==> src/rtl/fetch_pkg.sv <==
// ---------------------------------------------------------------------------
// fetch_pkg
//   Shared constants and types for the instruction-fetch front end.
//   - RESET_PC / ROM_BASE / ROM_LIMIT : default fetch window of the boot ROM.
//   - fetch_entry_t                   : one prefetched word tagged with its PC.
//   - fetch_state_t                   : fetch sequencer states.
// ---------------------------------------------------------------------------
package fetch_pkg;

  localparam logic [31:0] RESET_PC  = 32'hBFC0_0000;
  localparam logic [31:0] ROM_BASE  = 32'hBFC0_0000;
  localparam logic [31:0] ROM_LIMIT = 32'hBFC0_0FFC;

  // PC in the upper half so a packed entry reads as {pc, instr}.
  typedef struct packed {
    logic [31:0] pc;
    logic [31:0] instr;
  } fetch_entry_t;

  typedef enum logic {
    RUN   = 1'b0,
    FAULT = 1'b1
  } fetch_state_t;

endpackage : fetch_pkg

==> src/rtl/fetch_fifo.sv <==
// ---------------------------------------------------------------------------
// fetch_fifo
//   DEPTH-entry synchronous FIFO of fetch_entry_t used as the prefetch queue.
//   The head entry is presented combinationally from its storage register so
//   that decode sees it in the cycle after it was written.
//
// Ports
//   clk      in   1            clock, rising edge
//   rst      in   1            asynchronous active-high reset, empties the FIFO
//   flush    in   1            synchronous flush; wins over push/pop
//   push     in   1            write wr_data at the tail
//   pop      in   1            discard the head
//   wr_data  in   fetch_entry_t
//   rd_data  out  fetch_entry_t  head entry (stale when count==0)
//   count    out  CNT_W        number of valid entries
//   full     out  1            count == DEPTH
// ---------------------------------------------------------------------------
module fetch_fifo
  import fetch_pkg::*;
#(
  parameter int DEPTH = 4
) (
  input  logic                     clk,
  input  logic                     rst,
  input  logic                     flush,
  input  logic                     push,
  input  logic                     pop,
  input  fetch_entry_t             wr_data,
  output fetch_entry_t             rd_data,
  output logic [$clog2(DEPTH):0]   count,
  output logic                     full
);

  localparam int PTR_W = $clog2(DEPTH);
  localparam int CNT_W = PTR_W + 1;

  logic [PTR_W-1:0] wr_ptr_reg, wr_ptr_next;
  logic [PTR_W-1:0] rd_ptr_reg, rd_ptr_next;
  logic [CNT_W-1:0] count_reg,  count_next;
  logic             empty;
  logic             wr_en;
  logic             rd_en;

  fetch_entry_t     entry_arr [DEPTH];

  assign empty = (count_reg == '0);
  assign full  = (count_reg == CNT_W'(DEPTH));

  // A push into a full FIFO is only legal when the head leaves in the same
  // cycle; the tail slot then equals the head slot, which is read before the
  // edge and overwritten at it.
  assign wr_en = push && !flush && (!full || pop);
  assign rd_en = pop  && !flush && !empty;

  // One storage register per entry; each is written only when the tail
  // pointer selects it. Reset clears the data so the head reads as zero.
  for (genvar gi = 0; gi < DEPTH; gi++) begin : g_entry
    fetch_entry_t entry_reg;

    always_ff @(posedge clk or posedge rst) begin
      if (rst) begin
        entry_reg <= '0;
      end else if (wr_en && (wr_ptr_reg == PTR_W'(gi))) begin
        entry_reg <= wr_data;
      end
    end

    assign entry_arr[gi] = entry_reg;
  end

  assign rd_data = entry_arr[rd_ptr_reg];
  assign count   = count_reg;

  always_comb begin
    wr_ptr_next = wr_ptr_reg;
    rd_ptr_next = rd_ptr_reg;
    count_next  = count_reg;
    if (flush) begin
      wr_ptr_next = '0;
      rd_ptr_next = '0;
      count_next  = '0;
    end else begin
      if (wr_en) begin
        wr_ptr_next = wr_ptr_reg + PTR_W'(1);
      end
      if (rd_en) begin
        rd_ptr_next = rd_ptr_reg + PTR_W'(1);
      end
      case ({wr_en, rd_en})
        2'b10:   count_next = count_reg + CNT_W'(1);
        2'b01:   count_next = count_reg - CNT_W'(1);
        default: count_next = count_reg;
      endcase
    end
  end

  always_ff @(posedge clk or posedge rst) begin
    if (rst) begin
      wr_ptr_reg <= '0;
      rd_ptr_reg <= '0;
      count_reg  <= '0;
    end else begin
      wr_ptr_reg <= wr_ptr_next;
      rd_ptr_reg <= rd_ptr_next;
      count_reg  <= count_next;
    end
  end

endmodule : fetch_fifo

==> src/rtl/fetch_ctrl.sv <==
// ---------------------------------------------------------------------------
// fetch_ctrl
//   Instruction-fetch sequencer. Owns the fetch PC, drives the combinational
//   ROM address, and pushes {pc, word} into a prefetch FIFO that decode drains
//   with a valid/ready handshake. A redirect flushes the queue and restarts
//   fetch. Leaving the ROM window parks the sequencer in FAULT until the next
//   redirect.
//
// Ports
//   clk          in   1              clock, rising edge
//   rst          in   1              asynchronous active-high reset
//   mem_addr     out  ADDRESS_WIDTH  ROM read address (= fetch PC)
//   mem_rdata    in   DATA_WIDTH     ROM data, combinational from mem_addr
//   instr_valid  out  1              FIFO head is valid
//   instr_ready  in   1              decode accepts the head this cycle
//   instr        out  DATA_WIDTH     head instruction word
//   instr_pc     out  ADDRESS_WIDTH  PC of head instruction
//   redirect     in   1              flush and restart at redirect_pc
//   redirect_pc  in   ADDRESS_WIDTH  restart PC (low two bits ignored)
//   fetch_fault  out  1              sticky: fetch PC left the ROM window
// ---------------------------------------------------------------------------
module fetch_ctrl
  import fetch_pkg::*;
#(
  parameter int                          ADDRESS_WIDTH = 32,
  parameter int                          DATA_WIDTH    = 32,
  parameter int                          DEPTH         = 4,
  parameter logic [ADDRESS_WIDTH-1:0]    RESET_PC      = fetch_pkg::RESET_PC,
  parameter logic [ADDRESS_WIDTH-1:0]    ROM_BASE      = fetch_pkg::ROM_BASE,
  parameter logic [ADDRESS_WIDTH-1:0]    ROM_LIMIT     = fetch_pkg::ROM_LIMIT
) (
  input  logic                      clk,
  input  logic                      rst,
  output logic [ADDRESS_WIDTH-1:0]  mem_addr,
  input  logic [DATA_WIDTH-1:0]     mem_rdata,
  output logic                      instr_valid,
  input  logic                      instr_ready,
  output logic [DATA_WIDTH-1:0]     instr,
  output logic [ADDRESS_WIDTH-1:0]  instr_pc,
  input  logic                      redirect,
  input  logic [ADDRESS_WIDTH-1:0]  redirect_pc,
  output logic                      fetch_fault
);

  localparam int CNT_W = $clog2(DEPTH) + 1;

  fetch_state_t              state_reg, state_next;
  logic [ADDRESS_WIDTH-1:0]  pc_reg,    pc_next;

  logic                      pc_in_range;
  logic                      push;
  logic                      pop;
  logic                      fifo_full;
  logic [CNT_W-1:0]          fifo_count;
  fetch_entry_t              wr_entry;
  fetch_entry_t              rd_entry;

  assign pc_in_range = (pc_reg >= ROM_BASE) && (pc_reg <= ROM_LIMIT);

  assign instr_valid = (fifo_count != '0);
  assign pop         = instr_valid && instr_ready && !redirect;

  // -------------------------------------------------------------------------
  // Next-state / next-PC. Redirect overrides everything in either state.
  // -------------------------------------------------------------------------
  always_comb begin
    state_next = state_reg;
    pc_next    = pc_reg;
    push       = 1'b0;

    if (redirect) begin
      state_next = RUN;
      pc_next    = {redirect_pc[ADDRESS_WIDTH-1:2], 2'b00};
    end else begin
      case (state_reg)
        RUN: begin
          if (!pc_in_range) begin
            // No fetch from outside the window; the fault is visible from
            // the next cycle and the PC is left pointing at the culprit.
            state_next = FAULT;
          end else if (!fifo_full || pop) begin
            push    = 1'b1;
            pc_next = pc_reg + ADDRESS_WIDTH'(4);
          end
        end
        FAULT: begin
          state_next = FAULT;
        end
        default: begin
          state_next = RUN;
        end
      endcase
    end
  end

  always_ff @(posedge clk or posedge rst) begin
    if (rst) begin
      state_reg <= RUN;
      pc_reg    <= RESET_PC;
    end else begin
      state_reg <= state_next;
      pc_reg    <= pc_next;
    end
  end

  // -------------------------------------------------------------------------
  // Prefetch queue
  // -------------------------------------------------------------------------
  always_comb begin
    wr_entry       = '0;
    wr_entry.pc    = pc_reg;
    wr_entry.instr = mem_rdata;
  end

  fetch_fifo #(
    .DEPTH   (DEPTH)
  ) u_fifo (
    .clk     (clk),
    .rst     (rst),
    .flush   (redirect),
    .push    (push),
    .pop     (pop),
    .wr_data (wr_entry),
    .rd_data (rd_entry),
    .count   (fifo_count),
    .full    (fifo_full)
  );

  assign mem_addr    = pc_reg;
  assign instr       = rd_entry.instr;
  assign instr_pc    = rd_entry.pc;
  assign fetch_fault = (state_reg == FAULT);

endmodule : fetch_ctrl

==> config.mk <==
export PLATFORM = sky130hd
export DESIGN_NAME = fetch_ctrl
export DESIGN_NICKNAME = d
export VERILOG_FILES = /design/src/rtl/fetch_pkg.sv /design/src/rtl/fetch_fifo.sv /design/src/rtl/fetch_ctrl.sv
export SDC_FILE = /design/constraint.sdc
export NUM_CORES = 1
export LEC_CHECK = 0
export BUFFER_PORTS_ARGS = -buffer_cell sky130_fd_sc_hd__buf_4
export CAP_MARGIN = 20
export CORE_ASPECT_RATIO = 1.75
export CORE_MARGIN = 2
export CORE_UTILIZATION = 40
export CTS_BUF_LIST = sky130_fd_sc_hd__clkbuf_16
export DETAILED_ROUTE_END_ITERATION = 10
export PLACE_DENSITY = 0.63
export SYNTH_ARGS = -nofsm -noshare
export SYNTH_HDL_FRONTEND = slang
export SYNTH_SLANG_ARGS = --single-unit
==> constraint.sdc <==
create_clock -name clk -period 18.5 [get_ports clk]
set_input_delay 4.625 -clock clk [delete_from_list [all_inputs] [get_ports clk]]
set_output_delay 4.625 -clock clk [all_outputs]
set_load 0.05 [all_outputs]
-- After elaboration in Yosys (flattened, before gate mapping)
Cells that the tools add are included.
- register bits: 296
- bits of input ports: 68
- output and inout port bits: 98
- add/subtract/negate cells: 5
- $lt $le $gt $ge: 3
- equal/unequal tests: 7
- mux-type cells: 20
- bitwise gates (word level): 2
- reduce and logical (&&, ||, !) cells: 24
- operators by type and width (cell ; number):
    $bmux W64 S2 ; 1
    $mux W32 ; 4
    $mux W64 ; 2
    $add A32 B3 Y32 const B ; 1
    $ge A32 B32 Y1 const B ; 1
    $le A32 B32 Y1 const B ; 1
    $logic_and A1 B1 Y1 ; 11
    $mux W2 ; 4
    $reduce_bool A2 Y1 ; 4
    $eq A2 B2 Y1 const B ; 3
    $mux W1 ; 6
    $pmux W3 S2 ; 1
    $reduce_bool A3 Y1 ; 2
    $add A2 B1 Y2 const B ; 2
    $eq A2 B1 Y1 const B ; 2
    $add A3 B1 Y3 const B ; 1
    $eq A3 B3 Y1 const B ; 1
    $ge A3 B3 Y1 const B ; 1
    $logic_not A1 Y1 ; 3
    $logic_not A3 Y1 ; 1
    $mux W3 ; 1
    $not A2 Y3 ; 1
    $reduce_and A3 Y1 ; 1
    $sub A3 B1 Y3 const B ; 1
    other kinds (5) ; 5

-- Longest topological paths before layout
- depth in word-level cells: 13
- gate-level depth with buffers: 11
- gate-level depth less buffers: 9

-- Modules after synthesis
Synthesis repeated with hierarchy kept, for this count alone.
- cell total of the unflattened synthesis: 798
- area, all modules: 13798.2 µm²
- modules (own cells, without submodules) (module ; instances ; cells an instance ; area an instance (µm²) ; seq. area each (µm²)):
    fetch_fifo ; 1 ; 664 ; 12201.7 ; 6581.3
    fetch_ctrl ; 1 ; 134 ; 1596.5 ; 787.0

-- Worst setup path after synthesis
OpenSTA, ideal clock, no wires.
- path type: input -> register
- start point: input port redirect
- end point: register u_fifo.count_reg[1] (netlist: u_fifo.count[1])
- setup time: 0.138 ns
- arrival: 6.676 ns
- setup slack: 11.685 ns
- stages on the path: 9
- buffers on the path: 3
- cell sequence: clkbuf_1 -> clkbuf_1 -> clkbuf_1 -> nor3_1 -> fa_1 -> nor2b_1 -> nand2_1 -> nor3_1 -> or4_1
- word-level cells in the longest chain between the ends: 12
- RTL lines (element ; RTL line ; RTL):
    start, declared ; fetch_ctrl.sv:40 ; input logic redirect,
    $logic_not A1 Y1 ; fetch_fifo.sv:52, fetch_fifo.sv:53, fetch_ctrl.sv:61 ;
    $logic_and A1 B1 Y1 ; fetch_ctrl.sv:61 ; assign pop = instr_valid && instr_ready && !redirect;
    $logic_or A1 B1 Y1 ; fetch_fifo.sv:52, fetch_ctrl.sv:81 ;
    $mux W1 ; fetch_ctrl.sv:81 ; end else if (!fifo_full || pop) begin
    $mux W1 ; fetch_ctrl.sv:77 ; if (!pc_in_range) begin
    $mux W1 ; fetch_ctrl.sv:75 ; case (state_reg)
    $mux W1 ; fetch_ctrl.sv:71 ; if (redirect) begin
    $logic_and A1 B1 Y1 (2 in series) ; fetch_fifo.sv:52 ; assign wr_en = push && !flush && (!full || pop);
    $eq A2 B1 Y1 or $eq A2 B2 Y1 (tied branches) ; fetch_fifo.sv:89 ; case ({wr_en, rd_en})
    $pmux W3 S2 ; fetch_fifo.sv:89 ;
    $mux W3 ; fetch_fifo.sv:78 ; if (flush) begin
    end signal, assigned ; fetch_fifo.sv:105 ; count_reg <= count_next;
    end, declared ; fetch_fifo.sv:39 ; logic [CNT_W-1:0] count_reg, count_next;
Parallel ways exist; a longest one is shown, timed or not.
A chain may end at the register's enable or synchronous reset.

-- Worst setup path after layout
- start point: register u_fifo.rd_ptr_reg[1]
- end point: output port instr_pc[6]
- word-level cells in the longest chain between the ends: 4
- RTL lines (element ; RTL line ; RTL):
    start, declared ; fetch_fifo.sv:38 ; logic [PTR_W-1:0] rd_ptr_reg, rd_ptr_next;
    start signal, assigned ; fetch_fifo.sv:104 ; rd_ptr_reg <= rd_ptr_next;
    $not A2 Y3 (not written as such) ; fetch_fifo.sv:71 ; assign rd_data = entry_arr[rd_ptr_reg];
    $bmux W64 S2 ; fetch_fifo.sv:71 ;
    $mux W64 (not written as such) (2 in series) ; fetch_fifo.sv:71 ;
    end, declared ; fetch_ctrl.sv:39 ; output logic [ADDRESS_WIDTH-1:0] instr_pc,
No other way between the ends. The select of a mux whose other input is x is not followed.

==> out/results.env <==
STATUS='finished clean'
DIE_W_UM=138
WORST_PATH_MAXIMUM_FANOUT=40
POST_ROUTE_ANT_NETS=0
CTS_MAX_PATH_BUFFERS=3
DETAILED_PLACE.AREA_UM2=14000
TIMING.HOLD.WORST.START='u_fifo.entry_arr[184]'
CP-START-KIND='flop'
GRT_OVERFLOW=0
VIA_COUNT=7332
CLK_LATENCY_PS=540
FINAL-MAX-SLEW-VIOLATION-COUNT=0
REG2REG_SLACK_PS=15320
GRT_FIRST_PASS_WIRELENGTH_UM=43900
STATIC-LEAKAGE-POWER_nW=7.34
IO_PINS=166
FINAL.SETUP.TNS_PS=0
FINAL.SETUP_SKEW_PS=9.77
POWER.DENSITY_nW_PER_UM2=84.1
SYNTH_CELL_TYPES=55
WORST_SETUP_PATH_END_KIND='output pin'
POWER.IR.VDD_WORST_V=0.0000629
NUMBER_OF_WARNING_MESSAGES_IN_THE_YOSYS_LOG=0
POST_DRT_WL_PER_CELL_UM=19.7
FINAL_NET_COUNT=1038
R2R_START='mem_addr[12]'
POSTSYNTHAREAPERCELL_UM2=15.2
YS_SEQ_ELEMENTS=286
CTS_RESIZED=0
SYNTH-MAIN-FF-CELL='dfrtp_1'
CRIT_TYPE='flop to output pin'
MAX-SLEW-MARGIN-REL_PCT=29.4
SYNTH.AREA.TOP_CELLS='dfrtp_1 (55%), mux2_2 (17%), mux4_2 (11%)'
DPL_WIRE_LENGTH_UM=16000
SYNTH_ENABLE_FLOP_CELLS=0
ANTENNA_FOUND_INITIAL=1
TOTAL_DRC_ERRORS_IN_THE_ROUTED_LAYOUT=0
TRANSITION_AT_THE_PIN_WITH_THE_SMALLEST_MAX_TRANSITION_SLACK_PS=1030
TRITONCTS_NUM_SINKS=286
DIE_H_UM=238
SEQUENTIAL_CELL_AREA_FRACTION_IN_THE_YOSYS_REPORT_PCT=57.3
ROUTED_VIA_DENSITY=5.34
FINAL_WORST_SETUP_SLACK_PS=11000
CTS_MADE_BUFFERS=28
DRT_PASS1_ITERATIONS=4
FIRST_GLOBAL_VIAS=7931
FILLERS=2791
WHS_PATH_DEPTH=1
SYNTH_ASYNC_SR_FLOP_SHARE_PCT=100
HOLD-PATH-ENDPOINT='u_fifo.entry_arr[184]'
PLACEMENT_ROWS=85
SYNTH.TOP_CELL.AREA_SHARE_PCT=55.4
GRT_USAGE_PCT=17.0
GP_CONGESTION=0.785
LARGEST_REGISTER_FFS=248
MIN_PERIOD_PS=7500
YOSYSMOSTFREQUENTCELL='dfrtp_1'
FINAL_LAYOUT_SIZE_SUFFIX_GT1_SHARE_PCT=48.2
RSZ_0062_RAISED_AFTER_GLOBAL_ROUTING='no'
FINALHOLDVIOLATIONS=0
PORT_BUFFERS=159
MIN_PERIOD_OVER_PERIOD_PCT=40.6
SYNTH_AREA_UM2=12500
HOLDWS_PS=461
FIN_AREA_UM2=14800
FMAX_MHz=133
ROOT_BUFFER='clkbuf_16'
FLOORPLAN.INITIALDENSITY_PCT=40.6
SYNTH.CELLS.MOST_FREQUENT='dfrtp_1 (277), mux2_2 (187), mux4_2 (62), and2_1 (46), nand2b_1 (38)'
POWER.TOTAL_mW=1.24
CTS.CLK_SLEW.WORST_PATHS_PS=60
CTSHOLDBUFFERS=0
RR_WORST_DEPTH=5
POST_CTS_SETUP_DRIVEN_BUFFER_INSERTION_COUNT=0
WORSTPATHREQUIRED_PS=13880
HP-CLASS='flop to flop'
ANTENNA-DIODE-COUNT=0
MAX_CAP_VIOL_COUNT=0
WIRELENGTH_UM=27100
WORSTREG2REGEND='u_fifo.entry_arr[12]'
WORST_EP_ARRIVAL_TIME_PS=2880
DETAIL_ROUTE.ITER0.VIOLATIONS=333
SYNTHCELLS=823
CORE_REGION_AREA_UM2=30800
SETUP_VIOLATIONS=0
HTREE_NUM_LEVELS=1
DIE_AREA_UM2=32800
TRITONCTS='built'
POST-SYNTH-TOP-AREA-CELL='dfrtp_1'
LARGEST_NET_DEGREE_AT_THE_START_OF_GLOBAL_ROUTING=82
AREAGROWTHSYNTHTOFINISH_PCT=18.1
DETAILEDPLACE.WORSTSLACK_PS=11100
==> per-layer routing <==
metal	vias up	routed length (um)	global-route usage [%]
met5	-	13	0
met4	2	438	4.42
met3	36	1110	2.40
met2	154	14500	30.8
met1	3874	11000	21.0
li1	3266	-	-
==> layout by cell type, fill, tap and decap left out, types with 3 or more instances in the layout <==
cell	count
and4_1	3
a21oi_1	6
inv_1	16
nor3_1	6
o211ai_1	6
clkinvlp_4	3
mux2_2	187
conb_1	4
clkbuf_16	29
nand2_1	10
nand4_1	6
o21ai_0	5
and2_1	46
buf_4	170
nand3_1	16
ha_1	6
or4_1	5
nand2b_1	38
dfstp_2	9
dfrtp_1	275
nand4_4	4
mux4_2	62
a31oi_1	7
nor2_1	11
clkinv_1	4
o31ai_1	6
==> power by group <==
group	leakage (nW)	switching [mW]	internal (mW)
registers	3.91	0.0113	0.634
clock network	0.425	0.234	0.280
logic	3.01	0.0568	0.0273
total	7.34	0.302	0.942
==> critical path, stage by stage, from the launching register on <==
cell,delay (ps)
dfrtp_4,730
buf_4,740
mux4_2,630
buf_4,210
==> per-stage QoR <==
step | utilization [%] | instances
2_1_floorplan | - | 826
3_3_place_gp | 45.3 | 1323
3_5_place_dp | 45.3 | 1323
4_1_cts | 47.9 | 1371
5_1_grt | 47.9 | 1372
6_report | 47.9 | 1372
==> final cells by class <==
| type | instances | area [um2] | area share [%] |
|---|---|---|---|
| multi-input cells | 468 | 4980 | 33.7 |
| repair buffers | 171 | 1290 | 8.72 |
| inverters | 8 | 37.5 | 0.254 |
| clock buffers | 29 | 726 | 4.91 |
| well taps | 391 | 489 | 3.31 |
| flip-flops and latches | 286 | 7180 | 48.5 |
| clock inverters | 19 | 85.1 | 0.575 |
==> logic make-up (layout without fill, tap and decap cells) <==
family,Yosys count,in the layout,synth area share (%)
xor gates and xnor gates,3,3,0.210
AOI/OAI and AO/OA,45,45,2.66
other,1,4,0.0300
and+or+nand+nor,159,159,7.73
DFF,286,286,57.3
muxes,250,250,28.1
buffers and inverters,72,227,3.28
adders and majority gates,7,7,0.760
==> worst max path at each step <==
stage / start / end / slack [ps] / cells after the start
CTS: u_fifo.rd_ptr_reg[1] / instr_pc[6] / 10860 / 3
floorplan: rst / fetch_fault / 6000 / 1
global placement: redirect / u_fifo.entry_arr[12] / 11110 / 6
detailed placement: redirect / u_fifo.entry_arr[14] / 11100 / 6
finish: u_fifo.rd_ptr_reg[1] / instr_pc[6] / 11000 / 3
global route: u_fifo.rd_ptr_reg[1] / instr_pc[6] / 10790 / 3
(Power assumes the default switching activity.)
